==> src/rtl/ucsbece154b_victim_pkg.sv <==
// Shared types for the victim-cache miss controller: FSM states and fill-source encoding.
package ucsbece154b_victim_pkg;

    typedef enum logic [2:0] {
        StIdle,
        StProbe,
        StMemReq,
        StMemWait,
        StFill,
        StDrain
    } state_e;

    typedef enum logic {
        FILL_VC  = 1'b0,
        FILL_MEM = 1'b1
    } fill_src_e;

    // Number of byte-offset bits inside one cache line.
    function automatic int unsigned line_offset_bits(input int unsigned line_width);
        return $clog2(line_width / 8);
    endfunction

endpackage

==> src/rtl/ucsbece154b_sat_counter.sv <==
// Saturating up-counter with synchronous clear; holds at all-ones.
module ucsbece154b_sat_counter #(
    parameter int unsigned WIDTH = 32
) (
    input  logic             clk_i,
    input  logic             clr_i,
    input  logic             inc_i,
    output logic [WIDTH-1:0] cnt_o
);

    logic [WIDTH-1:0] cnt_q, cnt_d;

    always_comb begin
        cnt_d = cnt_q;
        if (clr_i) begin
            cnt_d = '0;
        end else if (inc_i && (cnt_q != {WIDTH{1'b1}})) begin
            cnt_d = cnt_q + {{(WIDTH-1){1'b0}}, 1'b1};
        end
    end

    always_ff @(posedge clk_i) begin
        cnt_q <= cnt_d;
    end

    assign cnt_o = cnt_q;

endmodule

==> src/rtl/ucsbece154b_victim_ctrl.sv <==
// L1 miss controller: probes the victim cache, writes back the L1 eviction, falls back to memory,
// and returns exactly one fill per accepted miss.
module ucsbece154b_victim_ctrl
    import ucsbece154b_victim_pkg::*;
#(
    parameter int unsigned ADDR_WIDTH = 56,
    parameter int unsigned LINE_WIDTH = 128,
    parameter int unsigned CNT_WIDTH  = 32
) (
    input  logic                  clk_i,
    input  logic                  rst_i,
    input  logic                  flush_i,
    input  logic                  miss_valid_i,
    output logic                  miss_ready_o,
    input  logic [ADDR_WIDTH-1:0] miss_addr_i,
    input  logic                  evict_valid_i,
    input  logic [ADDR_WIDTH-1:0] evict_addr_i,
    input  logic [LINE_WIDTH-1:0] evict_data_i,
    output logic                  fill_valid_o,
    output logic [ADDR_WIDTH-1:0] fill_addr_o,
    output logic [LINE_WIDTH-1:0] fill_data_o,
    output logic                  fill_src_o,
    output logic                  vc_en_o,
    output logic                  vc_flush_o,
    output logic [ADDR_WIDTH-1:0] vc_raddr_o,
    input  logic [LINE_WIDTH-1:0] vc_rdata_i,
    input  logic                  vc_hit_i,
    output logic                  vc_we_o,
    output logic [ADDR_WIDTH-1:0] vc_waddr_o,
    output logic [LINE_WIDTH-1:0] vc_wdata_o,
    output logic                  mem_req_valid_o,
    input  logic                  mem_req_ready_i,
    output logic [ADDR_WIDTH-1:0] mem_req_addr_o,
    input  logic                  mem_rsp_valid_i,
    input  logic [LINE_WIDTH-1:0] mem_rsp_data_i,
    output logic [CNT_WIDTH-1:0]  hit_cnt_o,
    output logic [CNT_WIDTH-1:0]  miss_cnt_o
);

    localparam int unsigned OffsetBits = line_offset_bits(LINE_WIDTH);
    localparam logic [ADDR_WIDTH-1:0] LineMask = {ADDR_WIDTH{1'b1}} << OffsetBits;

    state_e                state_q;
    logic [ADDR_WIDTH-1:0] miss_addr_q;
    logic                  evict_valid_q;
    logic [ADDR_WIDTH-1:0] evict_addr_q;
    logic [LINE_WIDTH-1:0] evict_data_q;
    logic [LINE_WIDTH-1:0] fill_data_q;
    fill_src_e             fill_src_q;

    logic hit_inc, miss_inc;

    assign vc_en_o    = ~rst_i;
    assign vc_flush_o = rst_i | flush_i;

    // A same-cycle flush cancels whatever the current state would present.
    always_comb begin
        miss_ready_o    = 1'b0;
        mem_req_valid_o = 1'b0;
        mem_req_addr_o  = '0;
        vc_raddr_o      = '0;
        vc_we_o         = 1'b0;
        vc_waddr_o      = '0;
        vc_wdata_o      = '0;
        fill_valid_o    = 1'b0;
        fill_addr_o     = '0;
        fill_data_o     = '0;
        fill_src_o      = 1'b0;
        if (!rst_i) begin
            unique case (state_q)
                StIdle: miss_ready_o = ~flush_i;
                StProbe: begin
                    vc_raddr_o = miss_addr_q;
                    if (evict_valid_q && !flush_i) begin
                        vc_we_o    = 1'b1;
                        vc_waddr_o = evict_addr_q;
                        vc_wdata_o = evict_data_q;
                    end
                end
                StMemReq: begin
                    if (!flush_i) begin
                        mem_req_valid_o = 1'b1;
                        mem_req_addr_o  = miss_addr_q & LineMask;
                    end
                end
                StFill: begin
                    if (!flush_i) begin
                        fill_valid_o = 1'b1;
                        fill_addr_o  = miss_addr_q;
                        fill_data_o  = fill_data_q;
                        fill_src_o   = fill_src_q;
                    end
                end
                default: ;
            endcase
        end
    end

    assign hit_inc  = !rst_i && !flush_i && (state_q == StProbe) && vc_hit_i;
    assign miss_inc = mem_req_valid_o && mem_req_ready_i;

    always_ff @(posedge clk_i) begin
        if (rst_i) begin
            state_q       <= StIdle;
            miss_addr_q   <= '0;
            evict_valid_q <= 1'b0;
            evict_addr_q  <= '0;
            evict_data_q  <= '0;
            fill_data_q   <= '0;
            fill_src_q    <= FILL_VC;
        end else begin
            unique case (state_q)
                StIdle: begin
                    if (miss_valid_i && miss_ready_o) begin
                        miss_addr_q   <= miss_addr_i;
                        evict_valid_q <= evict_valid_i;
                        evict_addr_q  <= evict_addr_i;
                        evict_data_q  <= evict_data_i;
                        state_q       <= StProbe;
                    end
                end
                StProbe: begin
                    if (flush_i) begin
                        state_q <= StIdle;
                    end else if (vc_hit_i) begin
                        fill_data_q <= vc_rdata_i;
                        fill_src_q  <= FILL_VC;
                        state_q     <= StFill;
                    end else begin
                        state_q <= StMemReq;
                    end
                end
                StMemReq: begin
                    if (flush_i) begin
                        state_q <= StIdle;
                    end else if (mem_req_ready_i) begin
                        state_q <= StMemWait;
                    end
                end
                StMemWait: begin
                    // A response landing with the flush is the one DRAIN would wait for.
                    if (flush_i) begin
                        state_q <= mem_rsp_valid_i ? StIdle : StDrain;
                    end else if (mem_rsp_valid_i) begin
                        fill_data_q <= mem_rsp_data_i;
                        fill_src_q  <= FILL_MEM;
                        state_q     <= StFill;
                    end
                end
                StFill: state_q <= StIdle;
                StDrain: begin
                    if (mem_rsp_valid_i) begin
                        state_q <= StIdle;
                    end
                end
                default: state_q <= StIdle;
            endcase
        end
    end

    ucsbece154b_sat_counter #(
        .WIDTH (CNT_WIDTH)
    ) u_hit_cnt (
        .clk_i (clk_i),
        .clr_i (rst_i),
        .inc_i (hit_inc),
        .cnt_o (hit_cnt_o)
    );

    ucsbece154b_sat_counter #(
        .WIDTH (CNT_WIDTH)
    ) u_miss_cnt (
        .clk_i (clk_i),
        .clr_i (rst_i),
        .inc_i (miss_inc),
        .cnt_o (miss_cnt_o)
    );

endmodule

==> config.mk <==
export PLATFORM = sky130hd
export DESIGN_NAME = ucsbece154b_victim_ctrl
export DESIGN_NICKNAME = d
export VERILOG_FILES = /design/src/rtl/ucsbece154b_victim_pkg.sv /design/src/rtl/ucsbece154b_sat_counter.sv /design/src/rtl/ucsbece154b_victim_ctrl.sv
export SDC_FILE = /design/constraint.sdc
export NUM_CORES = 1
export LEC_CHECK = 0
export ABC_CLOCK_PERIOD_IN_PS = 2250
export BUFFER_PORTS_ARGS = -buffer_cell sky130_fd_sc_hd__buf_2
export CORE_AREA = 2 2 413 415
export CTS_CLUSTER_DIAMETER = 150
export CTS_CLUSTER_SIZE = 40
export DETAILED_ROUTE_END_ITERATION = 10
export DIE_AREA = 0 0 415 417
export GPL_TIMING_DRIVEN = 0
export SETUP_SLACK_MARGIN = 0.4
export SLEW_MARGIN = 20
export SYNTH_ARGS = -nofsm -noshare
export SYNTH_HDL_FRONTEND = slang
export SYNTH_SLANG_ARGS = --single-unit
==> constraint.sdc <==
create_clock -name clk_i -period 2.25 [get_ports clk_i]
set_input_delay 0.1125 -clock clk_i [delete_from_list [all_inputs] [get_ports clk_i]]
set_output_delay 0.1125 -clock clk_i [all_outputs]
set_load 0.01 [all_outputs]
After elaboration in Yosys (flattened, before gate mapping)
Cells that the tools add are included.
W data, S select, Z words.
{"block": "word_totals", "word_cells": 94, "out_inout_bits": 551, "register_bits": 437, "in_bits": 504}
{"block": "op_classes", "addsub": 2, "bitwise": 3, "mux": 50, "n_reduce_logical": 15, "eq_ne": 15}
{"operator": "$mux W128", "n": 10}
{"operator": "$mux W56", "n": 11}
{"operator": "$pmux W128 S2", "n": 1}
{"operator": "$add A32 B1 Y32 const B", "n": 2}
{"operator": "$ne A32 B32 Y1 const B", "n": 2}
{"operator": "$mux W3", "n": 9}
{"operator": "$mux W1", "n": 17}
{"operator": "$pmux W3 S5", "n": 1}
{"operator": "$ne A2 B2 Y1 const B", "n": 6}
{"operator": "$logic_and A1 B1 Y1", "n": 8}
{"operator": "$eq A3 B2 Y1 const B", "n": 2}
{"operator": "$eq A3 B3 Y1 const B", "n": 2}
{"operator": "$ne A3 B3 Y1 const B", "n": 2}
{"operator": "$reduce_and A5 Y1", "n": 1}
{"operator": "$reduce_and A4 Y1", "n": 1}
{"operator": "$eq A3 B1 Y1 const B", "n": 1}
{"operator": "$logic_not A3 Y1", "n": 1}
{"operator": "$logic_not A1 Y1", "n": 2}
{"operator": "$not A1 Y1", "n": 2}
{"operator": "$pmux W1 S2", "n": 1}
{"operator": "$reduce_and A2 Y1", "n": 1}
{"operator": "$reduce_bool A2 Y1", "n": 1}
{"operator": "$or A1 B1 Y1", "n": 1}

Longest topological paths before layout
{"block": "depth", "depth_word": 6, "ltp_mapped": 9, "mapped_depth_nobuf": 6}

By module
Synthesis repeated with hierarchy kept, for this count alone.
{"block": "unflattened", "hier_cells": 2755, "hier_area_um2": 21056.4}
{"module": "ucsbece154b_victim_ctrl", "n_inst": 1, "cells_per_inst": 2361, "area_each_um2": 17712.0, "seq_area_each_um2": 7467.2}
{"module": "ucsbece154b_sat_counter (u_hit_cnt)", "n_inst": 1, "cells_per_inst": 199, "area_each_um2": 1674.1, "seq_area_each_um2": 640.6}
{"module": "ucsbece154b_sat_counter (u_miss_cnt)", "n_inst": 1, "cells_per_inst": 195, "area_each_um2": 1670.4, "seq_area_each_um2": 640.6}

Worst setup path before layout
No wires, ideal clock.
{"block": "synth_timing", "path_kind": "register to register", "startpoint": "register u_miss_cnt.cnt_q[0] (netlist: u_miss_cnt.cnt_o[0])", "endpoint": "register u_miss_cnt.cnt_q[4] (netlist: u_miss_cnt.cnt_o[4])", "arrival_ns": 2.161, "path_stages_with_launch": 10, "path_slack_ns": -0.026, "path_buffers": 3, "synth_period_minus_slack_ns": 2.276, "t_required_ns": 2.135, "setup_ns": 0.115, "cell_sequence": "dfxtp_1 > ha_1 > nand3_1 > nor4_4 > and3_1 > clkbuf_1 > buf_2 > buf_2 > nor3_1 > o21a_1"}
{"block": "synth_via", "elab_chain_cells": 2, "word_cells_on_any_way": 3, "cone_classes": "add/sub: 1; eq/ne: 1; reduce/logical: 1"}
{"item": "from (decl)", "line": "ucsbece154b_sat_counter.sv:11", "rtl": "logic [WIDTH-1:0] cnt_q, cnt_d;"}
{"item": "from (signal assigned)", "line": "ucsbece154b_sat_counter.sv:23", "rtl": "cnt_q <= cnt_d;"}
{"item": "parallel branches: the longest is 2 deep, another holds $add A32 B1 Y32"}
Several ways; the timed one is not identified.
A chain may end at the register's enable or synchronous reset.

Final worst setup path
{"block": "layout_timing", "startpoint": "register state_q[1]", "endpoint": "output port fill_data_o[79]"}
{"block": "layout_via", "elab_chain_cells": 3}
{"item": "from (decl)", "line": "ucsbece154b_victim_ctrl.sv:43", "rtl": "state_e state_q;"}
{"item": "from (signal assigned)", "line": "ucsbece154b_victim_ctrl.sv:104", "rtl": "state_q <= StIdle;"}
{"item": "from (signal assigned)", "line": "ucsbece154b_victim_ctrl.sv:119", "rtl": "state_q <= StProbe;"}
{"item": "from (signal assigned)", "line": "ucsbece154b_victim_ctrl.sv:124", "rtl": "state_q <= StIdle;"}
{"item": "$eq A3 B3 Y1", "line": "ucsbece154b_victim_ctrl.sv:70", "rtl": "unique case (state_q)"}
{"item": "$mux W128", "line": "ucsbece154b_victim_ctrl.sv:70"}
{"item": "$mux W128", "line": "ucsbece154b_victim_ctrl.sv:69", "rtl": "if (!rst_i) begin"}
{"item": "to (decl)", "line": "ucsbece154b_victim_ctrl.sv:21", "rtl": "output logic [LINE_WIDTH-1:0] fill_data_o,"}
No other way between the ends.

==> out/results.tsv <==
stage	metric	value	unit
route	final wirelength	163000	um
clocking	Inserted Clock Buffers	27	
placement	post-DP HPWL	132000	um
run	maxcap violations	0	
placement	routability cong.	1.01	
floorplanning	row count	151	
route	Pre-Repair DR Iteration Count	5	
finish	final core occ	22.1	%
critical_path	max incr delay on CP	400	ps
floorplanning	die height	417	um
route	Residual DRC	0	
global_routing	GRT Util Overall	17.7	%
critical_path	CP Launch Type	flop	
timing	Period minus WS final	2680	ps
logic_synthesis	post-synthesis register bit count	437	
placement	placed inst area	29000	sq um
logic_synthesis	most frequent cell after synthesis	nand2_1	
timing	Max Fclk	374	MHz
logic_synthesis	Post-Syn Area	20700	sq um
run_status	status	complete, but fails checks	
logic_synthesis	Synth Warn #	0	
timing	endpoints failing hold	0	
floorplanning	Die Wd	415	um
power_and_ir_drop	Comb pwr share	13.5	%
critical_path	crit path DAT	2560	ps
placement	pre-CTS setup slack	-1550	ps
power_and_ir_drop	Pwr Density	464	nW/um^2
critical_path	Critical-path top delay cell	or3_4	
timing	clk_skew	66.0	ps
critical_path	Crit path required time	2140	ps
clocking	Longest Clk Path Bufs	3	
critical_path	Crit path top cell by count	buf_6	
clocking	Root Buffer	clkbuf_16	
logic_synthesis	Post-Synthesis Cells	2618	
critical_path	crit path buf inv count	5	
floorplanning	I/O pin cnt	1055	
power_and_ir_drop	IR drop worst, VDD	0.000542	V
clocking	clock transition at the registers of the reported paths	170	ps
power_and_ir_drop	Switching Share	31.6	%
finish	final instance area	37300	sq um
timing	Slew @ Worst Pin	947	ps
run_status	failing checks	setup timing	
power_and_ir_drop	NetSw	0.00547	W
finish	layout cells sized above 1	34.1	%
route	drt wl/cell	25.0	um
timing	RSZ-0062 raised after global routing	yes	
logic_synthesis	Async SR Flop Fraction	0	%
global_routing	largest net degree at the start of global routing	42	
power_and_ir_drop	Int Power	0.0118	W
floorplanning	Die ar.	173000	sq um
global_routing	global route total overflow	0	
clocking	TritonCTS clock tree	done	
global_routing	grt met1 use	20.3	%
global_routing	met3 GRT Util	4.89	%
global_routing	global-route wire length before repair	214000	um
logic_synthesis	distinct cell type count after synthesis	56	
timing	period utilisation layout	119	%
clocking	htree depth	1	
critical_path	crit end category	primary output	
floorplanning	initial cell density of the core	12.3	%
route	detailed-route via count	26100	
route	Initial DRC Count	1960	
global_routing	GR peak layer	met2	
logic_synthesis	Commonest cells post-synth	516 x nand2_1, 437 x dfxtp_1, 425 x and2_1	
floorplanning	Core ar.	169000	sq um
critical_path	worst path cell trace	or3_4 -> nor3b_4 -> buf_6 -> buf_12 -> buf_16 -> clkbuf_16 -> and2_4 -> buf_6	
finish	nets@finish	4749	
power_and_ir_drop	Seq pwr share	46.4	%
critical_path	CP max FO	10	
finish	Fillers	18800	
logic_synthesis	largest area contributor in the netlist	dfxtp_1	
global_routing	met2 Use GR	31.7	%
power_and_ir_drop	clock power share	40.1	%
power_and_ir_drop	total power	0.0173	W
logic_synthesis	sequential share of the synthesized area	42.4	%
logic_synthesis	Synth Flop Type	dfxtp_1	
global_routing	vias in the first global route	25900	
critical_path	CP top delay family	simple AND/OR/NAND/NOR gates	
timing	Slew headroom	36.9	%
logic_synthesis	Yosys top cell area share	42.4	%
placement	number of buffers added on ports	1048	
route	post-route ant nets	0	
clocking	Clock Sinks	437	
clocking	clock latency at the later pin of the worst-skew pair	700	ps
timing	max-slew violations	0	
global_routing	initial antenna violation count	30	
route	vias per inst	4.02	
finish	area grow syn2layout	80.4	%
logic_synthesis	top cells by area, synth	dfxtp_1 42%, and2_1 13%, nand2_1 9.4%, a21oi_1 6.9%, mux2i_1 6.4%	
critical_path	worst setup path category	reg2out	
logic_synthesis	mean area per synthesized cell	7.89	sq um
timing	PnR worst setup slack	-427	ps
timing	final setup fails	667	
power_and_ir_drop	Leakage	16.7	nW
logic_synthesis	number of synthesized flops with an enable pin	0	
hold_path	Hold Crit Class	in2reg	
timing	WHS	165	ps
power by group through the flow:
stage	combinational, W	clock (W)	sequential [W]
after CTS	0.00232	0.00728	0.00802
after detailed placement	0.00150	0	0.00819
after floorplan	0.000539	0	0.00813
after global placement	0.00149	0	0.00818
final	0.00233	0.00694	0.00802
after global routing	0.00248	0.00747	0.00804
worst paths after layout:
kind	startpoint	endpoint	slack, ps	cells past startpoint
hold reg to reg	evict_addr_q[9]	evict_addr_q[9]	450	2
setup / recovery	state_q[1]	fill_data_o[79]	-430	8
hold / removal	evict_data_i[54]	evict_data_q[54]	170	4
setup reg to reg	state_q[0]	miss_addr_q[1]	-210	7
flip-flops by register name, indices dropped and copies added (netlist names):
signal / count
evict_data_q: 128
fill_data_q: 128
evict_addr_q: 56
miss_addr_q: 56
u_hit_cnt.cnt_o: 32
u_miss_cnt.cnt_o: 32
state_q: 3
evict_valid_q: 1
fill_src_q: 1
per-stage QoR:
| stage | std cells | TNS [ps] |
|---|---|---|
| 2_1_floorplan | 2621 | 0 |
| 3_3_place_gp | 5887 | -1205050 |
| 3_5_place_dp | 5890 | -689140 |
| 4_1_cts | 6458 | -239370 |
| 5_1_grt | 6494 | -250210 |
| 6_report | 6500 | -139680 |
logic make-up after synthesis:
group	count (synthesis)	share of synthesized area, %
AND/OR/NAND/NOR	1315	32.0
AO/OA/AOI/OAI	480	13.7
flip-flops	437	42.4
buffers and inverters	237	4.65
multiplexers	141	6.89
XOR/XNOR	5	0.212
adder cells (fa/ha/maj)	2	0.121
other	1	0.0182
worst reg2reg max path: stages, from the launching register on:
cell and delay [ps]:
dfxtp_2 380, nor4_2 390, clkbuf_8 270, and3_1 180
buf_6 240, clkbuf_1 660, nand2_1 120, a21oi_1 160
routing by layer:
layer	wire length, um	part of all wire (%)
met3	12500	7.7
met2	82500	51
met4	5540	3.4
met1	62200	38
met5	70	0.043
final cells by class:
class / count / area, sq um / share of cell area [%]
multi-input combinational: 1947 / 11400 / 30.5
timing repair buffer: 1593 / 11200 / 30.0
sequential: 437 / 8820 / 23.7
tap: 2218 / 2780 / 7.45
buffer: 225 / 1780 / 4.79
clock buffer: 28 / 679 / 1.82
clock inverter: 22 / 548 / 1.47
inverter: 12 / 45.0 / 0.121
antenna: 18 / 45.0 / 0.121
layout by cell type (no fill, tap or decap), types with 14 or more instances in the layout:
cell	n
and2_1	337
buf_4	55
or3_1	28
clkbuf_16	46
clkbuf_4	23
clkbuf_8	17
o31ai_1	19
nand3_1	21
clkbuf_2	37
nand2_1	513
or4_1	18
buf_2	991
dfxtp_2	18
clkinv_16	14
and3_1	58
nand4_1	19
and2_4	80
clkbuf_1	83
mux2i_1	131
o21ai_0	25
diode_2	18
buf_6	65
dfxtp_1	406
a21oi_1	286
nor2_1	159
dlygate4sd3_1	503
a211oi_1	131
repair_timing:
action                     CTS  global route
hold endpoints to repair   380             0
resized for setup          344           159
cloned                       4             4
hold buffers               503             0
setup endpoints to repair  916           916
buffers inserted            11            20
pin swaps                   20            14
No activity file was read; power rests on OpenSTA's default activity.
